<file path="src/rtl/arith_pkg.sv">
// Shared arithmetic-datapath definitions: divider widths, iteration count and FSM states.
package arith_pkg;

    localparam int unsigned DIV_N_W   = 8;
    localparam int unsigned DIV_D_W   = 4;
    localparam int unsigned DIV_ITER  = 8;
    localparam int unsigned DIV_CNT_W = 3;

    typedef enum logic [1:0] {
        DIV_IDLE = 2'd0,
        DIV_RUN  = 2'd1,
        DIV_DONE = 2'd2
    } div_state_t;

endpackage

</file>
<file path="src/rtl/div_step.sv">
// One restoring-division iteration: T = {R, bit}; subtract the divisor if it fits, else restore T.
module div_step
    import arith_pkg::*;
(
    input  logic [DIV_D_W-1:0] i_r,
    input  logic               i_bit,
    input  logic [DIV_D_W-1:0] i_divisor,
    output logic [DIV_D_W:0]   o_r,
    output logic               o_qbit
);

    logic [DIV_D_W:0]   w_t;
    logic [DIV_D_W:0]   w_dinv;
    logic [DIV_D_W:0]   w_diff;
    logic [DIV_D_W+1:0] w_carry;

    assign w_t        = {i_r, i_bit};
    assign w_dinv     = ~{1'b0, i_divisor};
    assign w_carry[0] = 1'b1;

    for (genvar g = 0; g <= DIV_D_W; g++) begin : g_sub
        full_adder u_fa (
            .i_a  (w_t[g]),
            .i_b  (w_dinv[g]),
            .i_ci (w_carry[g]),
            .o_s  (w_diff[g]),
            .o_co (w_carry[g+1])
        );
    end

    // Carry-out of T + ~D + 1 means no borrow, i.e. T >= divisor.
    assign o_qbit = w_carry[DIV_D_W+1];
    assign o_r    = o_qbit ? w_diff : w_t;

endmodule

</file>
<file path="src/rtl/full_adder.sv">
// One-bit full adder cell shared across the arithmetic datapath.
module full_adder (
    input  logic i_a,
    input  logic i_b,
    input  logic i_ci,
    output logic o_s,
    output logic o_co
);

    assign o_s  = i_a ^ i_b ^ i_ci;
    assign o_co = (i_a & i_b) | (i_ci & (i_a ^ i_b));

endmodule

</file>
<file path="src/rtl/seq_restoring_divider.sv">
// Sequential 8/4 unsigned restoring divider, one quotient bit per clock, start/done handshake.
// Define DIVIDER_DBZ_EN to short-circuit divide-by-zero and raise dbz.
module seq_restoring_divider
    import arith_pkg::*;
#(
    parameter int unsigned WIDTH_N = DIV_N_W,
    parameter int unsigned WIDTH_D = DIV_D_W
) (
    input  logic               clk,
    input  logic               rst_n,
    input  logic               start,
    input  logic [WIDTH_N-1:0] dividend,
    input  logic [WIDTH_D-1:0] divisor,
    output logic               busy,
    output logic               done,
    output logic [WIDTH_N-1:0] quotient,
    output logic [WIDTH_D-1:0] remainder,
    output logic               dbz
);

    div_state_t           r_state;
    div_state_t           w_state_nxt;
    logic [DIV_CNT_W-1:0] r_cnt;
    logic [WIDTH_N-1:0]   r_q;
    logic [WIDTH_D:0]     r_part;
    logic [WIDTH_D-1:0]   r_divisor;
    logic [WIDTH_N-1:0]   r_quot;
    logic [WIDTH_D-1:0]   r_rem;
    logic [WIDTH_D:0]     w_r_next;
    logic                 w_qbit;
    logic                 w_accept;
    logic                 w_go_run;
    logic                 w_last;
    logic                 w_unused;

`ifdef DIVIDER_DBZ_EN
    logic r_dbz;
    logic r_dbz_pend;
    logic w_go_dbz;

    // A pending zero-divisor request spends one non-busy cycle in IDLE before DONE.
    assign w_accept = start && !r_dbz_pend && (r_state == DIV_IDLE || r_state == DIV_DONE);
    assign w_go_run = w_accept && (divisor != '0);
    assign w_go_dbz = w_accept && (divisor == '0);
    assign dbz      = r_dbz;
`else
    assign w_accept = start && (r_state == DIV_IDLE || r_state == DIV_DONE);
    assign w_go_run = w_accept;
    assign dbz      = 1'b0;
`endif

    assign w_last = (r_cnt == '0);
    // Bit 4 of R never feeds the next T; it only carries the restored top bit.
    assign w_unused = r_part[WIDTH_D];

    div_step u_step (
        .i_r       (r_part[WIDTH_D-1:0]),
        .i_bit     (r_q[WIDTH_N-1]),
        .i_divisor (r_divisor),
        .o_r       (w_r_next),
        .o_qbit    (w_qbit)
    );

    always_ff @(posedge clk or negedge rst_n) begin
        if (!rst_n) begin
            r_state <= DIV_IDLE;
        end else begin
            r_state <= w_state_nxt;
        end
    end

    always_comb begin
        w_state_nxt = r_state;
        unique case (r_state)
            DIV_IDLE: begin
                if (w_go_run) begin
                    w_state_nxt = DIV_RUN;
                end
`ifdef DIVIDER_DBZ_EN
                else if (r_dbz_pend) begin
                    w_state_nxt = DIV_DONE;
                end
`endif
            end
            DIV_RUN: begin
                if (w_last) begin
                    w_state_nxt = DIV_DONE;
                end
            end
            DIV_DONE: begin
                w_state_nxt = w_go_run ? DIV_RUN : DIV_IDLE;
            end
            default: begin
                w_state_nxt = DIV_IDLE;
            end
        endcase
    end

    always_comb begin
        busy = (r_state == DIV_RUN);
        done = (r_state == DIV_DONE);
    end

    always_ff @(posedge clk or negedge rst_n) begin
        if (!rst_n) begin
            r_cnt     <= '0;
            r_q       <= '0;
            r_part    <= '0;
            r_divisor <= '0;
            r_quot    <= '0;
            r_rem     <= '0;
`ifdef DIVIDER_DBZ_EN
            r_dbz      <= 1'b0;
            r_dbz_pend <= 1'b0;
`endif
        end else begin
            if (w_go_run) begin
                r_q       <= dividend;
                r_part    <= '0;
                r_cnt     <= DIV_CNT_W'(DIV_ITER - 1);
                r_divisor <= divisor;
            end
`ifdef DIVIDER_DBZ_EN
            else if (w_go_dbz) begin
                r_q        <= dividend;
                r_part     <= '0;
                r_dbz_pend <= 1'b1;
            end else if (r_state == DIV_IDLE && r_dbz_pend) begin
                r_quot     <= '1;
                r_rem      <= r_q[WIDTH_D-1:0];
                r_dbz      <= 1'b1;
                r_dbz_pend <= 1'b0;
            end
`endif
            else if (r_state == DIV_RUN) begin
                r_q    <= {r_q[WIDTH_N-2:0], w_qbit};
                r_part <= w_r_next;
                r_cnt  <= r_cnt - 1'b1;
                if (w_last) begin
                    r_quot <= {r_q[WIDTH_N-2:0], w_qbit};
                    r_rem  <= w_r_next[WIDTH_D-1:0];
`ifdef DIVIDER_DBZ_EN
                    r_dbz  <= 1'b0;
`endif
                end
            end
        end
    end

    assign quotient  = r_quot;
    assign remainder = r_rem;

endmodule

</file>
<file path="config.mk">
export PLATFORM = sky130hd
export DESIGN_NAME = seq_restoring_divider
export DESIGN_NICKNAME = d
export VERILOG_FILES = /design/src/rtl/arith_pkg.sv /design/src/rtl/div_step.sv /design/src/rtl/full_adder.sv /design/src/rtl/seq_restoring_divider.sv
export SDC_FILE = /design/constraint.sdc
export NUM_CORES = 1
export LEC_CHECK = 0
export ABC_AREA = 1
export CAP_MARGIN = 20
export CORE_MARGIN = 2
export CORE_UTILIZATION = 40
export CTS_CLUSTER_DIAMETER = 80
export DETAILED_ROUTE_END_ITERATION = 10
export GPL_TIMING_DRIVEN = 0
export HOLD_SLACK_MARGIN = 0.02
export MAX_ROUTING_LAYER = met4
export SKIP_CTS_REPAIR_TIMING = 1
export SYNTH_ARGS = -nofsm -noshare
export SYNTH_HDL_FRONTEND = slang
export SYNTH_SLANG_ARGS = --single-unit
export TNS_END_PERCENT = 50
</file>
<file path="constraint.sdc">
create_clock -name clk -period 2.7 [get_ports clk]
set_clock_uncertainty 0.2 [all_clocks]
set_input_delay 0.405 -clock clk [delete_from_list [all_inputs] [get_ports clk]]
set_output_delay 0.405 -clock clk [all_outputs]
set_load 0.05 [all_outputs]
</file>
### Yosys cells after proc, flatten, opt, wreduce, memory -nomap -nowiden

Index checks and enable logic that the tools add are counted.

* reductions and logical operators: 7
* equality and inequality tests: 4
* muxes and demuxes: 11
* bitwise logic cells: 25
* add/subtract/negate cells: 1

Operator list (count)
* $mux 8: 2
* $mux 4: 3
* $and 1x1->1: 9
* $xor 1x1->1: 8
* $mux 3: 2
* $pmux 2 s3: 1
* $not 4->5: 1
* $or 1x1->1: 5
* $mux 2: 2
* $logic_not 3->1: 1
* $reduce_and 3->1: 1
* $sub 3x1->3 const B: 1
* $eq 2x1->1 const B: 1
* $eq 2x2->1 const B: 1
* $logic_not 2->1: 1
* $ne 2x1->1 const B: 1
* $ne 2x2->1 const B: 1
* $not 1->1: 2
* $reduce_and 2->1: 1
* $reduce_bool 2->1: 1
* $logic_and 1x1->1: 1
* $logic_or 1x1->1: 1
* $mux 1: 1

* output and inout port bits: 15
* logic and storage cells: 55
* register bits after elaboration: 33
* input bits: 15

### Logic depth before layout (Yosys ltp)

* depth in word-level cells: 14
* gate-level depth with buffers: 11
* mapped depth without buffers: 11

### Modules after synthesis

A second synthesis with hierarchy kept.

* cell total of the unflattened synthesis: 188
* area total of the unflattened synthesis: 1609.0 um2

Modules (own cells, without submodules)
* seq_restoring_divider: times used 1, area an instance 1430.1 um2, sequential area each 825.8 um2, cells an instance 162
* full_adder: times used 5, area an instance 20.0 um2, sequential area each 0.0 um2, cells an instance 1
* div_step: times used 1, area an instance 78.8 um2, sequential area each 0.0 um2, cells an instance 21

### Worst setup path before layout

Ideal clock, no wire load.

* kind: reg-to-reg
* from: register r_q[7]
* to: register r_rem[3] (netlist: remainder[3])
* cell stages (with the launch flop): 11
* library setup time: 66 ps
* path slack: 467 ps
* arrival time: 1967 ps
* period minus slack after synthesis: 2233 ps
* buffers on the path: 0
* data required time: 2434 ps
* cell sequence: dfrtp_1 > inv_1 > ha_1 > inv_1 > fa_1 > fa_1 > inv_1 > fa_1 > nand2_1 > nand3_1 > nand2_1

* longest elaborated chain between the ends: 11
* elaborated cells between the ends (all ways): 13
* those cells by class: mux: 1; bitwise: 12

RTL lines
* start: declaration: RTL line seq_restoring_divider.sv:24 `logic [WIDTH_N-1:0] r_q;`
* start signal: assignment: RTL line seq_restoring_divider.sv:118 `r_q <= dividend;`
* start signal: assignment: RTL line seq_restoring_divider.sv:136 `r_q <= {r_q[WIDTH_N-2:0], w_qbit};`
* $and 1x1->1 or $xor 1x1->1 (tied branches): RTL line full_adder.sv:11 `assign o_co = (i_a & i_b) | (i_ci & (i_a ^ i_b));`
* $or 1x1->1 (*): RTL line full_adder.sv:11
* $and 1x1->1 (*): RTL line full_adder.sv:11
* $or 1x1->1 (*): RTL line full_adder.sv:11
* $and 1x1->1 (*): RTL line full_adder.sv:11
* $or 1x1->1 (*): RTL line full_adder.sv:11
* $and 1x1->1: RTL line full_adder.sv:11
* $or 1x1->1: RTL line full_adder.sv:11
* $and 1x1->1: RTL line full_adder.sv:11
* $or 1x1->1: RTL line full_adder.sv:11
* $mux 4 (*): RTL line div_step.sv:33 `assign o_r = o_qbit ? w_diff : w_t;`
* end signal: assignment: RTL line seq_restoring_divider.sv:141 `r_rem <= w_r_next[WIDTH_D-1:0];`
* end: declaration: RTL line seq_restoring_divider.sv:28 `logic [WIDTH_D-1:0] r_rem;`

Mark *: on every way between the ends. The rest lies on a longest branch, timed or not.
A chain may end at the register's enable or synchronous reset.

### Final worst setup path

* from: register r_q[7]
* to: register r_rem[1] (netlist: remainder[1])

* longest elaborated chain between the ends: 11
* elaborated cells between the ends (all ways): 13
* those cells by class: mux: 1; bitwise: 12

RTL lines (RTL line)
* $and 1x1->1 or $xor 1x1->1 (tied branches): full_adder.sv:11
* $or 1x1->1 (*): full_adder.sv:11
* $and 1x1->1: full_adder.sv:11
* $or 1x1->1: full_adder.sv:11
* $and 1x1->1: full_adder.sv:11
* $or 1x1->1: full_adder.sv:11
* $and 1x1->1: full_adder.sv:11
* $or 1x1->1: full_adder.sv:11
* $and 1x1->1: full_adder.sv:11
* $or 1x1->1: full_adder.sv:11
* $mux 4 (*): div_step.sv:33

Marks and branches as above.

==> metrics.md <==
| Metric | Value |
|---|---|
| Top layer in use | met4 |
| Total CTS buffers | 5 |
| Area post-placement | 1991 um2 |
| Crit path time final | 2.484 ns |
| H-tree depth | 2 |
| M1 WL | 1489 um |
| Chip Height | 68.28 um |
| CTS tree | done |
| Hold WS | -0.02709 ns |
| Vias in the first global route | 1,315 |
| Max_cap viols | 0 |
| Initial cell density of the core | 41.32% |
| Synthesized area | 1653 um2 |
| Synth cell types | 20 |
| Critical Path AT | 2.51 ns |
| R2R setup slack | 0.22 ns |
| Part of the cycle the worst path needs | 91.98% |
| Fmax | 402.7 MHz |
| CP max FO | 6 |
| Nets | 249 |
| CTS Buffer Depth | 2 |
| Critical path capture point type | flop |
| First-pass GRT wire length | 5892 um |
| Worst EP required | 2.72 ns |
| Part of the power in combinational logic | 56.7% |
| RSZ-0062 raised after global routing | false |
| Initial antenna violation count | 0 |
| Routed Wire Length | 3294 um |
| CP Class | reg2reg |
| Sum Neg Setup Slack | 0 ns |
| Final GP Congestion | 0.8045 |
| Met2 WL post-DR | 1576 um |
| HP Class | in2async |
| Largest net degree at the start of global routing | 34 |
| Switching share of power | 47.64% |
| Failing checks | hold timing |
| Slew @ Worst Pin | 0.7230 ns |
| Non-Filler Instances | 279 |
| Syn nets | 214 |
| Antenna-violating nets left | 0 |
| RR Startpoint | r_q[7]$_DFFE_PN0P_ |
| Area delta synth->final | 26.57% |
| Sequential area share after synthesis | 49.96% |
| Core box area | 4000 um2 |
| DRT Pass-1 Iters | 4 |
| Clock insertion delay at the later pin of the skew report | 0.28 ns |
| Met3 routed WL | 173 um |
| Clock power share | 13.6% |
| Yosys warns | 0 |
| Sequential power share | 29.7% |
| FF-to-FF path depth | 11 |
| Internal cell power | 1.576 mW |
| Antenna cells | 0 |
| Die ar. | 4662 um2 |
| DP Cell Count | 271 |
| Post-DP HPWL | 2413 um |
| DRC | 0 |
| Gr usage total | 18.49% |
| Layout cells sized above 1 | 11.35% |
| Worst Setup Start Kind | flop |
| Die width | 68.28 um |
| Root Driver | clkbuf_8 |
| Worst Slack Setup Final | 0.2165 ns |
| Max_slew headroom | 51.80% |
| Reg2Reg Capture Point | remainder[1]$_DFFE_PN0P_ |
| DR vias | 1,283 |
| Gr ovfl total | 0 |
| Yosys reg bits | 33 |
| Rows | 23 |
| Max Slew Vio Count | 0 |
| Clock slew at reported path FFs | 0.07 ns |
| Max IR drop VDD | 0.0005430 V |
| Status | finished with violations |
| Design Power | 3.010 mW |
| Final instance area | 2092 um2 |
| Wire length per cell | 11.81 um |
| Mapped Cells | 193 |
| Mean post-synth cell area | 8.564 um2 |
| Vias per cell | 4.599 |
| Fin util | 52.30% |
| Number of buffers added on ports | 28 |
| Dpl ws | 0.2602 ns |
| Static Leakage | 1.101 nW |
| 1st-iter DRT viols | 97 |
| Switching power total | 1.434 mW |
| Power per Cell Area | 1439 nW/um2 |
| IO Count | 30 |
| Clock sinks | 33 |
| Final setup viols | 0 |
| Final Hold Fails | 33 |
## registers in the layout (all words and copies together) (netlist names)
signal,flops
r_q,8
r_part,4
r_cnt,3
quotient,8
remainder,4
r_state,2
r_divisor,4
## Yosys cell counts (all sizes together)
master	instances	area, um2
nand2	91	382.9
dfrtp	33	825.8
inv	26	110.1
nand3	23	120.1
buf	5	52.55
o21ai	5	25.02
fa	3	60.06
ha	3	37.54
nor2	3	35.03
conb	1	3.750
## worst max path at each step
stage                             from                        to  depth (start not counted)  slack [ns]
global route        r_q[7]$_DFFE_PN0P_  remainder[1]$_DFFE_PN0P_                         11        0.06
detailed placement  r_q[7]$_DFFE_PN0P_  remainder[1]$_DFFE_PN0P_                         11        0.26
finish              r_q[7]$_DFFE_PN0P_  remainder[1]$_DFFE_PN0P_                         11        0.22
global placement    r_q[7]$_DFFE_PN0P_  remainder[1]$_DFFE_PN0P_                         11        0.26
CTS                 r_q[7]$_DFFE_PN0P_  remainder[1]$_DFFE_PN0P_                         11        0.22
floorplan           r_q[7]$_DFFE_PN0P_  remainder[3]$_DFFE_PN0P_                         10        0.47
## layout make-up
cell class | count | area [um2]
Buffer | 5 | 52.55
Clock buffer | 7 | 96.34
Clock inverter | 1 | 5.005
Fill cell | 419 | 1908
Inverter | 26 | 110.1
Multi-Input combinational cell | 129 | 664.4
Sequential cell | 33 | 825.8
Tap cell | 50 | 62.56
Timing Repair Buffer | 28 | 275.3
## worst max-delay path, cell delays in order (launching register included)
cell     delay [ns]
dfrtp_1        0.38
inv_1          0.09
ha_1           0.15
inv_1          0.04
fa_1           0.38
fa_1           0.38
inv_1          0.08
fa_1           0.24
nand2_1        0.18
nand2_1        0.12
nand3_1        0.11
nand2_1        0.08
## cells in the final DEF, fill, tap and decap left out, drive strengths merged
| master | count |
|---|---|
| ha | 3 |
| clkbuf | 7 |
| dfrtp | 33 |
| conb | 1 |
| nand2 | 91 |
| fa | 3 |
| clkinv | 1 |
| buf | 6 |
| nand3 | 23 |
| nor2 | 3 |
| o21ai | 5 |
| clkdlybuf4s50 | 27 |
| inv | 26 |
## power by group through the flow
stage	logic, mW	registers [mW]	clock network (mW)
global placement	1.70	0.900	0
global route	1.93	0.929	0.445
floorplan	0.974	1.19	0
CTS	1.73	0.896	0.423
finish	1.71	0.894	0.410
detailed placement	1.73	0.903	0
## cell families (layout without fill, tap and decap cells)
kind of cell | after synthesis | after routing | share of synthesized area [%]
fa+ha+maj | 6 | 6 | 5.905
simple gates | 117 | 117 | 32.55
buf+inv | 31 | 67 | 9.841
flops | 33 | 33 | 49.96
compound gates | 5 | 5 | 1.514
other cells | 1 | 1 | 0.2269
## per-layer routing
layer	vias up	global-route usage [%]
met5	-	-
met4	0	8.250
met3	4	5.428
met2	29	29.00
met1	597	22.04
li1	653	-
Note: power is estimated with default switching activity, not from simulation.
